`config.mk`:
```
export PLATFORM = sky130hd
export DESIGN_NAME = modport_ram
export DESIGN_NICKNAME = d
export VERILOG_FILES = /design/src/rtl/spr_pkg.sv /design/src/rtl/modport_ram.sv
export SDC_FILE = /design/constraint.sdc
export NUM_CORES = 1
export LEC_CHECK = 0
export BUFFER_PORTS_ARGS = -buffer_cell sky130_fd_sc_hd__buf_4
export CORE_MARGIN = 1
export CORE_UTILIZATION = 30
export DETAILED_ROUTE_END_ITERATION = 6
export SLEW_MARGIN = 20
export SYNTH_ARGS = -nofsm -noshare
export SYNTH_HDL_FRONTEND = slang
export SYNTH_SLANG_ARGS = --single-unit
export TNS_END_PERCENT = 1
```
`constraint.sdc`:
```
create_clock -name clk -period 44.6 [get_ports clk]
set_input_delay 2.23 -clock clk [delete_from_list [all_inputs] [get_ports clk]]
set_output_delay 2.23 -clock clk [all_outputs]
set_load 0.1 [all_outputs]
```
`src/rtl/spr_pkg.sv`:
```
// Shared sizing and types for the single-port RAM.
// Holds DATA_W/ADDR_W/DEPTH and the data_t/addr_t typedefs.
package spr_pkg;

  localparam int DATA_W = 8;
  localparam int ADDR_W = 6;
  localparam int DEPTH  = 64;

  typedef logic [DATA_W-1:0] data_t;
  typedef logic [ADDR_W-1:0] addr_t;

endpackage

```
`src/rtl/modport_ram.sv`:
```
// Single-port synchronous RAM, DEPTH x DATA_W, registered read.
// Ports: clk, rst (async high), din, we, rd, addr -> dout.
module modport_ram
  import spr_pkg::*;
(
  input  logic  clk,
  input  logic  rst,
  input  data_t din,
  input  logic  we,
  input  logic  rd,
  input  addr_t addr,
  output data_t dout
);

  // Flop array rather than a RAM macro so reset can clear it asynchronously.
  data_t mem [DEPTH];
  logic  in_range;

  // Only a partially populated address space needs a range check.
  generate
    if (DEPTH < 2**ADDR_W) begin : g_part
      assign in_range = 32'(addr) < DEPTH;
    end else begin : g_full
      assign in_range = 1'b1;
    end
  endgenerate

  // An unknown we/rd falls to the not-taken branch, so it acts as 0.
  always_ff @(posedge clk or posedge rst) begin
    if (rst) begin
      dout <= '0;
      for (int i = 0; i < DEPTH; i++) begin
        mem[i] <= '0;
      end
    end else begin
      if (we) begin
        if (in_range) begin
          mem[addr] <= din;
        end
      end
      if (rd) begin
        if (we) begin
          // Write-through: the new data appears on dout the same edge.
          dout <= din;
        end else if (in_range) begin
          dout <= mem[addr];
        end else begin
          dout <= '0;
        end
      end
    end
  end

endmodule

```
Word-level counts from Yosys, hierarchy flattened
Index checks and enable logic that the tools add are counted.
Word-level totals
  output and inout port bits: 8
  bits of input ports: 18
  logic and storage cells: 76
  register bits: 520
Operators by class
  bitwise operators: 1
  muxes and demuxes: 7
  reductions and logical operators: 1
  $lt $le $gt $ge: 2
Operators by type and width (number)
  $bwmux W512: 1
  $bmux W8 S6: 1
  $demux W8 S6: 1
  $mux W8: 4
  $ge A7 B7 Y1 const B: 1
  $lt A7 B1 Y1 const B: 1
  $not A6 Y7: 1
  $logic_and A1 B1 Y1: 1

Longest topological paths before layout
Gate-level depths: netlist of the first run.
  depth in word-level cells: 6
  gate-level depth with buffers: 10
  mapped depth without buffers: 6

Least setup slack after synthesis of the first run
Ideal clock, no wire load.
  path type: input-to-reg
  start point: input addr[1]
  end point: register dout[2]
  data arrival time: 3.698 ns
  buffers on the path: 3
  stages on the path: 8
  data required time: 44.464 ns
  path slack: 40.766 ns
  library setup time: 0.136 ns
  cells stage by stage: buf_6 > buf_4 > buf_2 > mux2i_1 > o22ai_1 > o21bai_1 > a2111oi_0 > a31oi_1
On the way
  longest elaborated chain between the ends: 5
Ends and longest elaborated chain
  start, declared: RTL line modport_ram.sv:11  | input addr_t addr,
  $not A6 Y7 (implied by the code): RTL line modport_ram.sv:46  | dout <= mem[addr];
  $bmux W8 S6: RTL line modport_ram.sv:46
  $mux W8 (implied by the code) (2 in series): RTL line modport_ram.sv:46
  $mux W8: RTL line modport_ram.sv:42  | if (we) begin
  end signal, assigned: RTL line modport_ram.sv:44  | dout <= din;
  end signal, assigned: RTL line modport_ram.sv:46
  end, declared: RTL line modport_ram.sv:12  | output data_t dout
Every way passes these cells. The select of a mux whose other input is x is not followed.
A chain may end at the register's enable or synchronous reset.

Final worst setup path of the first run
  start point: input addr[2]
  end point: register dout[2]
The elaborated chain is that of the path after synthesis.

==> impl_results.md, run 1 <==
* Post-synthesis net count at 1761
* Share of layout cells above drive strength 1 at 43.9%
* Setup TNS at 0 ps
* Maximum clock path buffer count at 3
* Cell area power density at 44.5 nW/um^2
* Period Utilization, post-route at 12.1%
* Number of clock buffers inserted by TritonCTS at 57
* Time the worst path needs with I/O delays and setup at 5420 ps
* Worst slack at placement at 38660 ps
* Area growth from synthesis to final layout at 12.5%
* Final count of negative-setup-slack endpoints at 0
* Antenna-violating nets left at 0
* Vertical die dimension at 285 microns
* Total via count after detailed routing at 15400
* Global-route track usage on met2 at 27.3%
* Leakage power summed over all cells at 12.0 nW
* Horizontal die dimension at 285 microns
* Core Region at 79100 sq um
* Post-CTS setup buffer count at 0
* Worst setup slack after layout at 39180 ps
* Post-detailed-route wirelength per cell at 25.7 microns
* Worst-path clk slew at 60 ps
* Global routing's busiest layer: met2
* Async set-reset flop share out of synthesis at 100%
* Root buffer cell: clkbuf_16
* Final count of pins violating max slew at 0
* Met3 demand-to-capacity share in global routing at 3.42%
* M1 GR Usage at 25.1%
* DRT Pass-1 Iters at 5
* Worst slew slack as a fraction of its limit at 31.1%
* Starting density of the core at 30.4%
* Yosys warning count at 0
* Layout Skew at 22.7 ps
* RSZ-0062 raised after global routing: no
* Port buffer count at 25
* Weighted congestion at the end of routability-driven global placement at 0.870
* Clk Latency, worst-skew pair at 620 ps
* Die outline area at 81300 sq um
* Number of hold-repair buffers added at the cts stage at 0
* Total Wirelength at 72400 microns
* Estimated wirelength of the detail-placed design at 44400 microns
* Worst-path fanout max at 45
* Leading post-synthesis cells by cell area: dfrtp_1, mux2_2, mux4_2
* Diodes inserted at 0
* Crit. End Element: register
* Most instantiated flip-flop cell in the synthesis netlist: dfrtp_1
* Cell type with the largest total area after synthesis: dfrtp_1
* Largest voltage drop on the vdd net at 0.0258 mV
* Transition time of the tightest slew-check pin at 1030 ps
* Initial detailed-routing violation count at 1394
* Number of synthesized flops with an enable pin at 0
* # IOs at 26
* Maximum clock frequency at 185 MHz
* CTS tree: built
* Total global routing track utilization at 17.8%
* Share of Yosys cell area claimed by the top area cell type at 54.1%
* Number of register bits inferred by synthesis at 520
* Max cap viols at 0
* Count of standard-cell rows at 103
* Mean instance size in the synthesized netlist at 13.8 sq um
* Syn Std Cell Area at 24000 sq um
* Count of unique library cells instantiated by Yosys at 59
* Global route overflow at 0
* Required time of the worst setup path at 45060 ps
* Initial antenna violation count at 3
* Endpoints failing hold at 0
* Post-route DRC violation count at 0
* Wire length of the first global-routing pass at 110000 microns
* # nets final at 1740
* Final Core Density at 34.2%
* H-tree Lvls at 2
* Ratio of routed vias to standard cells at 5.47
* Kind of path behind the tightest hold check: register to register
* TritonCTS sink count at 520
* Sort of element at the start of the critical path: primary input
* Via count of the first global-routing pass at 16000
* Instance count of the mapped netlist at 1743
* Result of the run: finished clean
* Critical path class: primary input to register
* Maximum number of pins on one net before global-route repair at 169
* Post-cts sizing count at 0
* Data arrival time at the worst-slack endpoint at 5880 ps
* Post-synthesis sequential area ratio at 54.1%
## path summary, 6_finish.rpt
check / from / end / slack, ps / cells after the start
worst max register to register: mem[352]$_DFFE_PP0P_ / dout[0]$_DFFE_PP0P_ / 42140 / 5
min in group asynchronous: rst / mem[482]$_DFFE_PP0P_ / 1780 / 2
worst max-delay path: addr[2] / dout[2]$_DFFE_PP0P_ / 39180 / 9
worst min register to register: mem[25]$_DFFE_PP0P_ / mem[25]$_DFFE_PP0P_ / 480 / 2
worst min-delay path: mem[25]$_DFFE_PP0P_ / mem[25]$_DFFE_PP0P_ / 480 / 2
max in group asynchronous: rst / dout[7]$_DFFE_PP0P_ / 40600 / 4
## sequential cells by signal (all words and copies together) (netlist names)
| name | flops |
|---|---|
| dout | 8 |
| mem | 512 |
## final cells by class
cell class	instances	area [sq um]
Clock buffer	88	1720
Clock inverter	18	181
Fill cell	7724	52100
Inverter	5	26.3
Multi-Input combinational cell	1086	10400
Sequential cell	520	13000
Tap cell	1050	1310
Timing Repair Buffer	52	414
## cell usage after synthesis (3+ instances only)
| cell type | instances |
|---|---|
| buf_6 | 8 |
| nand2_1 | 76 |
| a221oi_1 | 49 |
| and2_1 | 3 |
| o21ai_0 | 61 |
| buf_4 | 13 |
| nand3_2 | 4 |
| mux2_2 | 509 |
| inv_1 | 4 |
| nand3b_1 | 8 |
| o2bb2ai_1 | 7 |
| a22oi_1 | 31 |
| dfrtp_1 | 520 |
| nand2b_1 | 3 |
| nor2_2 | 33 |
| mux4_2 | 49 |
| mux2_1 | 14 |
| nand2_2 | 24 |
| a31oi_1 | 9 |
| a22o_1 | 10 |
| nor2b_1 | 6 |
| a221o_1 | 7 |
| mux2i_1 | 40 |
| o21a_1 | 4 |
| buf_1 | 10 |
| a32oi_1 | 5 |
| nor2_1 | 31 |
| clkbuf_1 | 64 |
| a211oi_1 | 5 |
| a21oi_1 | 28 |
| nor3_4 | 3 |
| o22ai_1 | 20 |
| buf_2 | 37 |
| o2111a_1 | 4 |
| nand3_1 | 11 |
## critical path, stage by stage
cell	delay [ps]
buf_4	410
buf_4	650
buf_4	670
nor2b_1	200
buf_4	260
a221oi_1	280
o21bai_1	150
a2111oi_0	730
a31oi_1	170
## metrics by stage
stage | cell area [sq um] | hold WS (ps) | power, mW | instances
after CTS | 27000 | 480 | 1.21 | 2819
after global routing | 27000 | 503 | 1.25 | 2819
after global placement | 25100 | 458 | 0.726 | 2713
after detailed placement | 25100 | 466 | 0.734 | 2713
after floorplan | 24000 | 445 | 0.683 | 1743
final | 27000 | 480 | 1.20 | 2819
## kinds of logic (layout without fill, tap and decap cells)
kind of cell / Yosys count / count (layout) / share of synthesized area (%)
AO/OA/AOI/OAI: 253 / 253 / 7.44
multiplexers: 612 / 612 / 30.8
AND/OR/NAND/NOR: 221 / 221 / 4.88
buffers and inverters: 137 / 163 / 2.78
flip-flops: 520 / 520 / 54.1
## routing by layer
metal	wire length (microns)	vias to the layer above
met3	4870	152
met5	34	-
met1	32300	8280
met2	32900	549
met4	2300	6
li1	-	6442
## power by group
| group | total [mW] | switching [mW] | internal (mW) | leakage, nW |
|---|---|---|---|---|
| clock | 0.477 | 0.195 | 0.282 | 0.943 |
| sequential | 0.568 | 0.0338 | 0.534 | 6.90 |
| combinational | 0.159 | 0.0836 | 0.0751 | 4.20 |
## layout by cell type (no fill, tap or decap), types with 16 or more instances in the layout
master	instances
a21oi_1	28
mux2_2	509
mux2i_1	40
dfrtp_1	520
nand2_1	76
nor2_1	30
clkbuf_16	58
o21ai_0	61
buf_4	48
nand2_2	24
a221oi_1	49
mux4_2	49
clkbuf_8	16
o22ai_1	20
nor2_2	34
a22oi_1	31
Power figures use the tool's default switching activity.
==> run 2: changes to the inputs <==
--- a/config.mk
+++ b/config.mk
@@ -5,6 +5,7 @@
 export SDC_FILE = /design/constraint.sdc
 export NUM_CORES = 1
 export LEC_CHECK = 0
+export ABC_AREA = 1
 export BUFFER_PORTS_ARGS = -buffer_cell sky130_fd_sc_hd__buf_4
 export CORE_MARGIN = 1
 export CORE_UTILIZATION = 30
==> constraint.sdc (replaced) <==
create_clock -name clk -period 5 [get_ports clk]
set_input_delay 0.25 -clock clk [delete_from_list [all_inputs] [get_ports clk]]
set_output_delay 0.25 -clock clk [all_outputs]
set_load 0.1 [all_outputs]
==> impl_results.md, run 2 <==
* Worst-path clk slew at 60 ps (about the same)
* Power, Total at 11.2 mW (+830%)
* Area growth from synthesis to final layout at 12.3%
* Number of flip-flops under the largest register name at 512 (unchanged)
* DRT Pass-1 Iters at 5 (unchanged)
* Die outline area at 83500 sq um (+2.8%)
* Clk Latency, worst-skew pair at 630 ps (about the same)
* Post-route DRC violation count at 0 (unchanged)
* Worst stage delay on the critical path at 840 ps (+110 ps)
* Yosys warning count at 0 (unchanged)
* CP cell instances: buf_8, buf_4, o21ai_0, nand2_1, nand2_1, nand2_1, nand2_1, nand2_1, nand2_1, inv_1, nand3_1, nand2_1, nand2_1
* Total Wirelength at 74500 microns (+3.0%)
* H-tree Lvls at 2 (unchanged)
* Worst slack at placement at 2130 ps (-36530 ps)
* Via count of the first global-routing pass at 19900 (+24%)
* Share of layout cells above drive strength 1 at 6.41% (-37 points)
* Vertical die dimension at 289 microns (+1.4%)
* Most common cell in the synthesized netlist: nand2_1
* Weighted congestion at the end of routability-driven global placement at 0.825 (-5.3%)
* TritonCTS sink count at 520 (unchanged)
* Wire length of the first global-routing pass at 119000 microns (+8.6%)
* Diodes inserted at 0 (unchanged)
* Number of register bits inferred by synthesis at 520 (unchanged)
* Most frequent cells in the layout: nand2_1, dfrtp_1, o21ai_0
* Port buffer count at 25 (unchanged)
* Largest voltage drop on the vdd net at 0.319 mV (+1100%)
* Initial antenna violation count at 2 (-1)
* Starting density of the core at 30.5% (+0.10 points)
* Maximum clock path buffer count at 3 (unchanged)
* Critical path origin: addr[0]
* Async set-reset flop share out of synthesis at 100% (unchanged)
* Ratio of routed vias to standard cells at 4.84 (-12%)
* Crit. End Element: register
* Period Utilization, post-route at 46.6%
* Leakage power summed over all cells at 14.1 nW (+17%)
* Worst reg2reg startpoint: mem[238]$_DFFE_PP0P_
* Core Region at 81100 sq um (+2.5%)
* Post-synthesis net count at 3378 (+92%)
* Hold wc startpoint: addr[3]
* Cell seen most often among critical-path stages: nand2_1
* Worst-path fanout max at 80 (+78%)
* Post-cts sizing count at 0 (unchanged)
* Endpoints failing hold at 0 (unchanged)
* Horizontal die dimension at 289 microns (+1.4%)
* Mean instance size in the synthesized netlist at 7.35 sq um (-47%)
* # nets final at 3283 (+89%)
* Antenna-violating nets left at 0 (unchanged)
* Syn Std Cell Area at 24700 sq um (+2.8%)
* Post-detailed-route wirelength per cell at 17.1 microns (-34%)
* Required time of the worst setup path at 5520 ps (-39540 ps)
* Largest registers: mem: 512 flops, dout: 8 flops
* # IOs at 26 (unchanged)
* Max stage delay cell, worst path: buf_4
* Final Core Density at 34.2% (+0.061 points)
* Most instantiated flip-flop cell in the synthesis netlist: dfrtp_1
* Share of Yosys cell area claimed by the top area cell type at 52.7% (-1.5 points)
* Final count of pins violating max slew at 0 (unchanged)
* Layout Skew at 16.3 ps (-6.43 ps)
* Worst slew slack as a fraction of its limit at 26.9% (-4.2 points)
* Cell type with the largest total area after synthesis: dfrtp_1
* Number of clock buffers inserted by TritonCTS at 58 (+1.8%)
* Number of synthesized flops with an enable pin at 0 (unchanged)
* Worst setup slack after layout at 2670 ps (-36510 ps)
* Result of the run: finished clean
* Synth top cells by count: nand2_1, dfrtp_1, o21ai_0
* CTS tree: built
* Leading post-synthesis cells by cell area: dfrtp_1, nand2_1, o21ai_0
* Max cap viols at 0 (unchanged)
* Maximum number of pins on one net before global-route repair at 152 (-10%)
* Sort of element at the start of the critical path: primary input
* Estimated wirelength of the detail-placed design at 44200 microns (-0.57%)
* RSZ-0062 raised after global routing: no
* Placed cell count at 4256 (+57%)
* Initial detailed-routing violation count at 2213 (+59%)
* Maximum clock frequency at 429 MHz
* Hold WS at 136 ps (-344 ps)
* Non-filler cells in the finished layout at 4369 (+55%)
* Cell area power density at 404 nW/um^2 (+810%)
* Leading cell type in the layout, fill and taps excluded: nand2_1
* Post-synthesis sequential area ratio at 52.7% (-1.5 points)
* Total global routing track utilization at 18.2% (+0.31 points)
* Data arrival time at the worst-slack endpoint at 2840 ps (-3040 ps)
* Root buffer cell: clkbuf_16
* Final count of negative-setup-slack endpoints at 0 (unchanged)
* Count of unique library cells instantiated by Yosys at 23 (-61%)
* Kind of path behind the tightest hold check: primary input to register
* Transition time of the tightest slew-check pin at 1090 ps (+54.4 ps)
* Total via count after detailed routing at 21100 (+37%)
* Global route overflow at 0 (unchanged)
* Time the worst path needs with I/O delays and setup at 2330 ps
* Count of standard-cell rows at 104 (+0.97%)
* Critical path class: primary input to register
* Register bank with the most flops: mem
* Instance count of the mapped netlist at 3360 (+93%)
==> run 2: cell types whose count changed in the layout (fill, tap and decap cells not counted), moves of 31 or more <==
cell	delta
a21oi_1	+38
a221oi_1	-49
a22oi_1	-31
inv_1	+37
mux2_2	-509
mux2i_1	-40
mux4_2	-49
nand2_1	+1786
nor2_1	+66
o21ai_0	+384
o21ai_1	+38
==> run 2: stage by stage <==
stage	area, sq um	setup TNS [ps]
2_1_floorplan	24700	-1203400
3_3_place_gp	25600	0
3_5_place_dp	25600	0
4_1_cts	27700	0
5_1_grt	27700	0
6_report	27700	0
==> run 2: worst paths after layout <==
check / end / slack (ps) / depth (start not counted)
setup / recovery: dout[1]$_DFFE_PP0P_ / 2670 / 13
hold / removal: mem[112]$_DFFE_PP0P_ / 140 / 4
setup reg to reg: dout[6]$_DFFE_PP0P_ / 3340 / 12
hold reg to reg: mem[122]$_DFFE_PP0P_ / 480 / 2
max in group asynchronous: mem[418]$_DFFE_PP0P_ / 3480 / 4
min in group asynchronous: mem[179]$_DFFE_PP0P_ / 270 / 3
==> run 2: layer usage <==
metal / routed length, microns / up-vias / GRT usage, %
li1: - / 10300 / -
met3: 4900 / 107 / 3.19
met2: 32400 / 592 / 27.1
met5: 19 / - / 0
met1: 35700 / 10100 / 26.9
met4: 1570 / 4 / 4.82
==> run 2: power by group <==
group	switching (mW)	internal, mW	leakage, nW	total, mW
combinational	1.04	0.504	6.23	1.54
clock	1.82	2.75	1.00	4.57
sequential	0.307	4.79	6.85	5.10
==> run 2: what timing repair did <==
item / 4_1_cts / 5_1_grt
hold buffers: 9 / 0
endpoints found under the hold margin: 33 / 0
buffers inserted: 0 / 0
==> run 2: area by class of cell <==
cell class / instances / area, sq um
Tap cell: 1060 / 1330
Clock buffer: 81 / 1720
Multi-Input combinational cell: 2564 / 10600
Sequential cell: 520 / 13000
Fill cell: 8585 / 53300
Inverter: 56 / 224
Clock inverter: 23 / 323
Timing Repair Buffer: 65 / 568
==> run 2: critical path: cells and delay by family <==
family / cells / cell delay (ps)
AOI/OAI and AO/OA: 1 / 370
and+or+nand+nor: 9 / 720
buffers and inverters: 3 / 1260
==> run 2: logic make-up after synthesis <==
| logic type | Yosys count | synth area share [%] |
|---|---|---|
| buffers and inverters | 276 | 4.55 |
| AND/OR/NAND/NOR | 2011 | 31.5 |
| AO/OA/AOI/OAI | 553 | 11.2 |
| flip-flops | 520 | 52.7 |
==> run 3: changes to the inputs <==
--- a/config.mk
+++ b/config.mk
@@ -5,7 +5,7 @@
 export SDC_FILE = /design/constraint.sdc
 export NUM_CORES = 1
 export LEC_CHECK = 0
-export ABC_AREA = 1
+export ABC_AREA = 0
 export BUFFER_PORTS_ARGS = -buffer_cell sky130_fd_sc_hd__buf_4
 export CORE_MARGIN = 1
 export CORE_UTILIZATION = 30
==> constraint.sdc (replaced) <==
create_clock -name clk -period 1.94 [get_ports clk]
set_input_delay 0.097 -clock clk [delete_from_list [all_inputs] [get_ports clk]]
set_output_delay 0.097 -clock clk [all_outputs]
set_load 0.1 [all_outputs]
==> impl_results.md, run 3 (synthesis results as in run 1) <==
* Total Wirelength at 76700 microns (+2.9%)
* TritonCTS sink count at 520 (unchanged)
* Clk Latency, worst-skew pair at 630 ps (about the same)
* Global route overflow at 0 (unchanged)
* Vertical die dimension at 285 microns (-1.4%)
* Non-filler cells in the finished layout at 3058 (-30%)
* Port buffer count at 25 (unchanged)
* Post-detailed-route wirelength per cell at 25.1 microns (+47%)
* Critical path depth in cells at 6 (-7)
* Weighted congestion at the end of routability-driven global placement at 0.925 (+12%)
* Share of layout cells above drive strength 1 at 51.0% (+45 points)
* Horizontal die dimension at 285 microns (-1.4%)
* Root buffer cell: clkbuf_16
* Largest voltage drop on the vdd net at 0.653 mV (+100%)
* Maximum clock path buffer count at 3 (unchanged)
* CP cell instances: mux4_2, nor3b_4, a31oi_4, nand4_1, a211oi_2, a21oi_1
* Post-route DRC violation count at 0 (unchanged)
* Setup TNS at -108 ps (-108 ps)
* Register bank with the most flops: mem
* Leading cell type in the layout, fill and taps excluded: dfrtp_1
* Final Core Density at 37.8% (+3.6 points)
* Result of the run: finished, violations left
* Post-CTS setup buffer count at 0 (unchanged)
* Most frequent cells in the layout: dfrtp_1, mux2_2, buf_4
* Estimated wirelength of the detail-placed design at 53100 microns (+20%)
* Hold WS at 56.7 ps (-79.3 ps)
* Starting density of the core at 30.4% (-0.10 points)
* Period Utilization, post-route at 103%
* Diodes inserted at 0 (unchanged)
* Data arrival time at the worst-slack endpoint at 2500 ps (-340 ps)
* Cell area power density at 972 nW/um^2 (+140%)
* Total via count after detailed routing at 16200 (-23%)
* Endpoints failing hold at 0 (unchanged)
* Worst setup slack after layout at -55.6 ps (-2730 ps)
* Maximum number of pins on one net before global-route repair at 94 (-38%)
* Required time of the worst setup path at 2440 ps (-3080 ps)
* Worst-path clk slew at 60 ps (about the same)
* Largest registers: mem: 512 flops, dout: 8 flops
* Count of standard-cell rows at 103 (-0.96%)
* Number of clock buffers inserted by TritonCTS at 57 (-1.7%)
* Filler cell count at 7505 (-13%)
* Area growth from synthesis to final layout at 24.4%
* Worst reg-to-reg setup slack at -60 ps (-3400 ps)
* Violated checks: negative setup slack
* Critical path class: register to register
* Sort of element at the start of the critical path: register
* Crit path to: dout[6]$_DFFE_PP0P_
* Capturing point of the worst reg2reg path: dout[6]$_DFFE_PP0P_
* Worst stage delay on the critical path at 490 ps (-350 ps)
* Placed cell count at 2949 (-31%)
* H-tree Lvls at 2 (unchanged)
* Core Region at 79100 sq um (-2.4%)
* # nets final at 1978 (-40%)
* Kind of cell adding the most delay to the critical path: compound AO/OA/AOI/OAI gates
* Number of flip-flops under the largest register name at 512 (unchanged)
* Final count of pins violating max slew at 0 (unchanged)
* Total global routing track utilization at 19.0% (+0.84 points)
* Worst-case reg-to-reg path depth at 6 (-6)
* Final count of negative-setup-slack endpoints at 3 (+3)
* Crit. End Element: register
* Layout Skew at 29.1 ps (+12.8 ps)
* Time the worst path needs with I/O delays and setup at 2000 ps
* Power, Total at 29.1 mW (+160%)
* Max cap viols at 0 (unchanged)
* Critical path origin: mem[134]$_DFFE_PP0P_
* DRT Pass-1 Iters at 5 (unchanged)
* Via count of the first global-routing pass at 17200 (-14%)
* Initial detailed-routing violation count at 1444 (-35%)
* CTS tree: built
* Worst-path fanout max at 2 (-98%)
* Ratio of routed vias to standard cells at 5.31 (+9.8%)
* Transition time of the tightest slew-check pin at 704 ps (-385 ps)
* CP bufs+invs at 0 (-3)
* # IOs at 26 (unchanged)
* Maximum clock frequency at 501 MHz
* Wire length of the first global-routing pass at 116000 microns (-2.7%)
* Leakage power summed over all cells at 13.5 nW (-3.9%)
* Kind of path behind the tightest hold check: primary input to register
* Initial antenna violation count at 1 (-1)
* Antenna-violating nets left at 0 (unchanged)
* RSZ-0062 raised after global routing: yes
* Worst reg2reg startpoint: mem[134]$_DFFE_PP0P_
* Die outline area at 81300 sq um (-2.7%)
* Max stage delay cell, worst path: mux4_2
* Worst slew slack as a fraction of its limit at 53.1% (+26 points)
==> run 3: area by class of cell <==
cell class	count	area (sq um)	area share (%)
flip-flops and latches	520	13000	43.5
inverters	5	22.5	0.0753
multi-input cells	1086	10400	34.9
clock buffers	87	1770	5.92
well taps	1050	1310	4.39
clock inverters	20	312	1.04
repair buffers	290	3050	10.2
==> run 3: timing repair <==
item	4_1_cts	5_1_grt
pin swaps	4	1
hold buffers	2	0
endpoints found under the hold margin	475	0
gates resized for setup	10	3
endpoints found under the setup margin	4	6
==> run 3: worst min path at each step <==
stage          slack (ps)    from  cells past startpoint              endpoint
2_1_floorplan         250  din[1]                      1  mem[201]$_DFFE_PP0P_
3_3_place_gp          230     rst                      3  mem[144]$_DFFE_PP0P_
6_report               60  din[7]                      3   dout[7]$_DFFE_PP0P_
4_1_cts                30      rd                      4   dout[6]$_DFFE_PP0P_
5_1_grt                60  din[7]                      3   dout[7]$_DFFE_PP0P_
3_5_place_dp          230     rst                      3  mem[144]$_DFFE_PP0P_
==> run 3: through the flow <==
step           area, sq um  setup slack [ps]
3_5_place_dp         27700              -711
2_1_floorplan        24000             -5220
6_report             29900             -55.6
4_1_cts              29900             -75.4
5_1_grt              29900              -104
3_3_place_gp         27700              -725
==> run 3: layer usage <==
layer / global-route usage (%) / vias to the layer above / wire length [microns]
met4: 6.95 / 4 / 2820
met2: 29.5 / 556 / 34900
met1: 26.1 / 8572 / 33800
met5: 0.233 / - / 37
li1: - / 6951 / -
met3: 3.87 / 166 / 5120
==> run 3: tightest hold or removal path: cells and delay by family <==
kind / cells / cell delay, ps
compound gates: 2 / 270
buf+inv: 1 / 230
==> run 3: report_power, final <==
| group | switching, mW | internal (mW) | total, mW |
|---|---|---|---|
| Clock | 4.54 | 7.33 | 11.9 |
| Sequential | 0.788 | 12.3 | 13.1 |
| Combinational | 2.05 | 2.07 | 4.13 |
| Total | 7.39 | 21.7 | 29.1 |
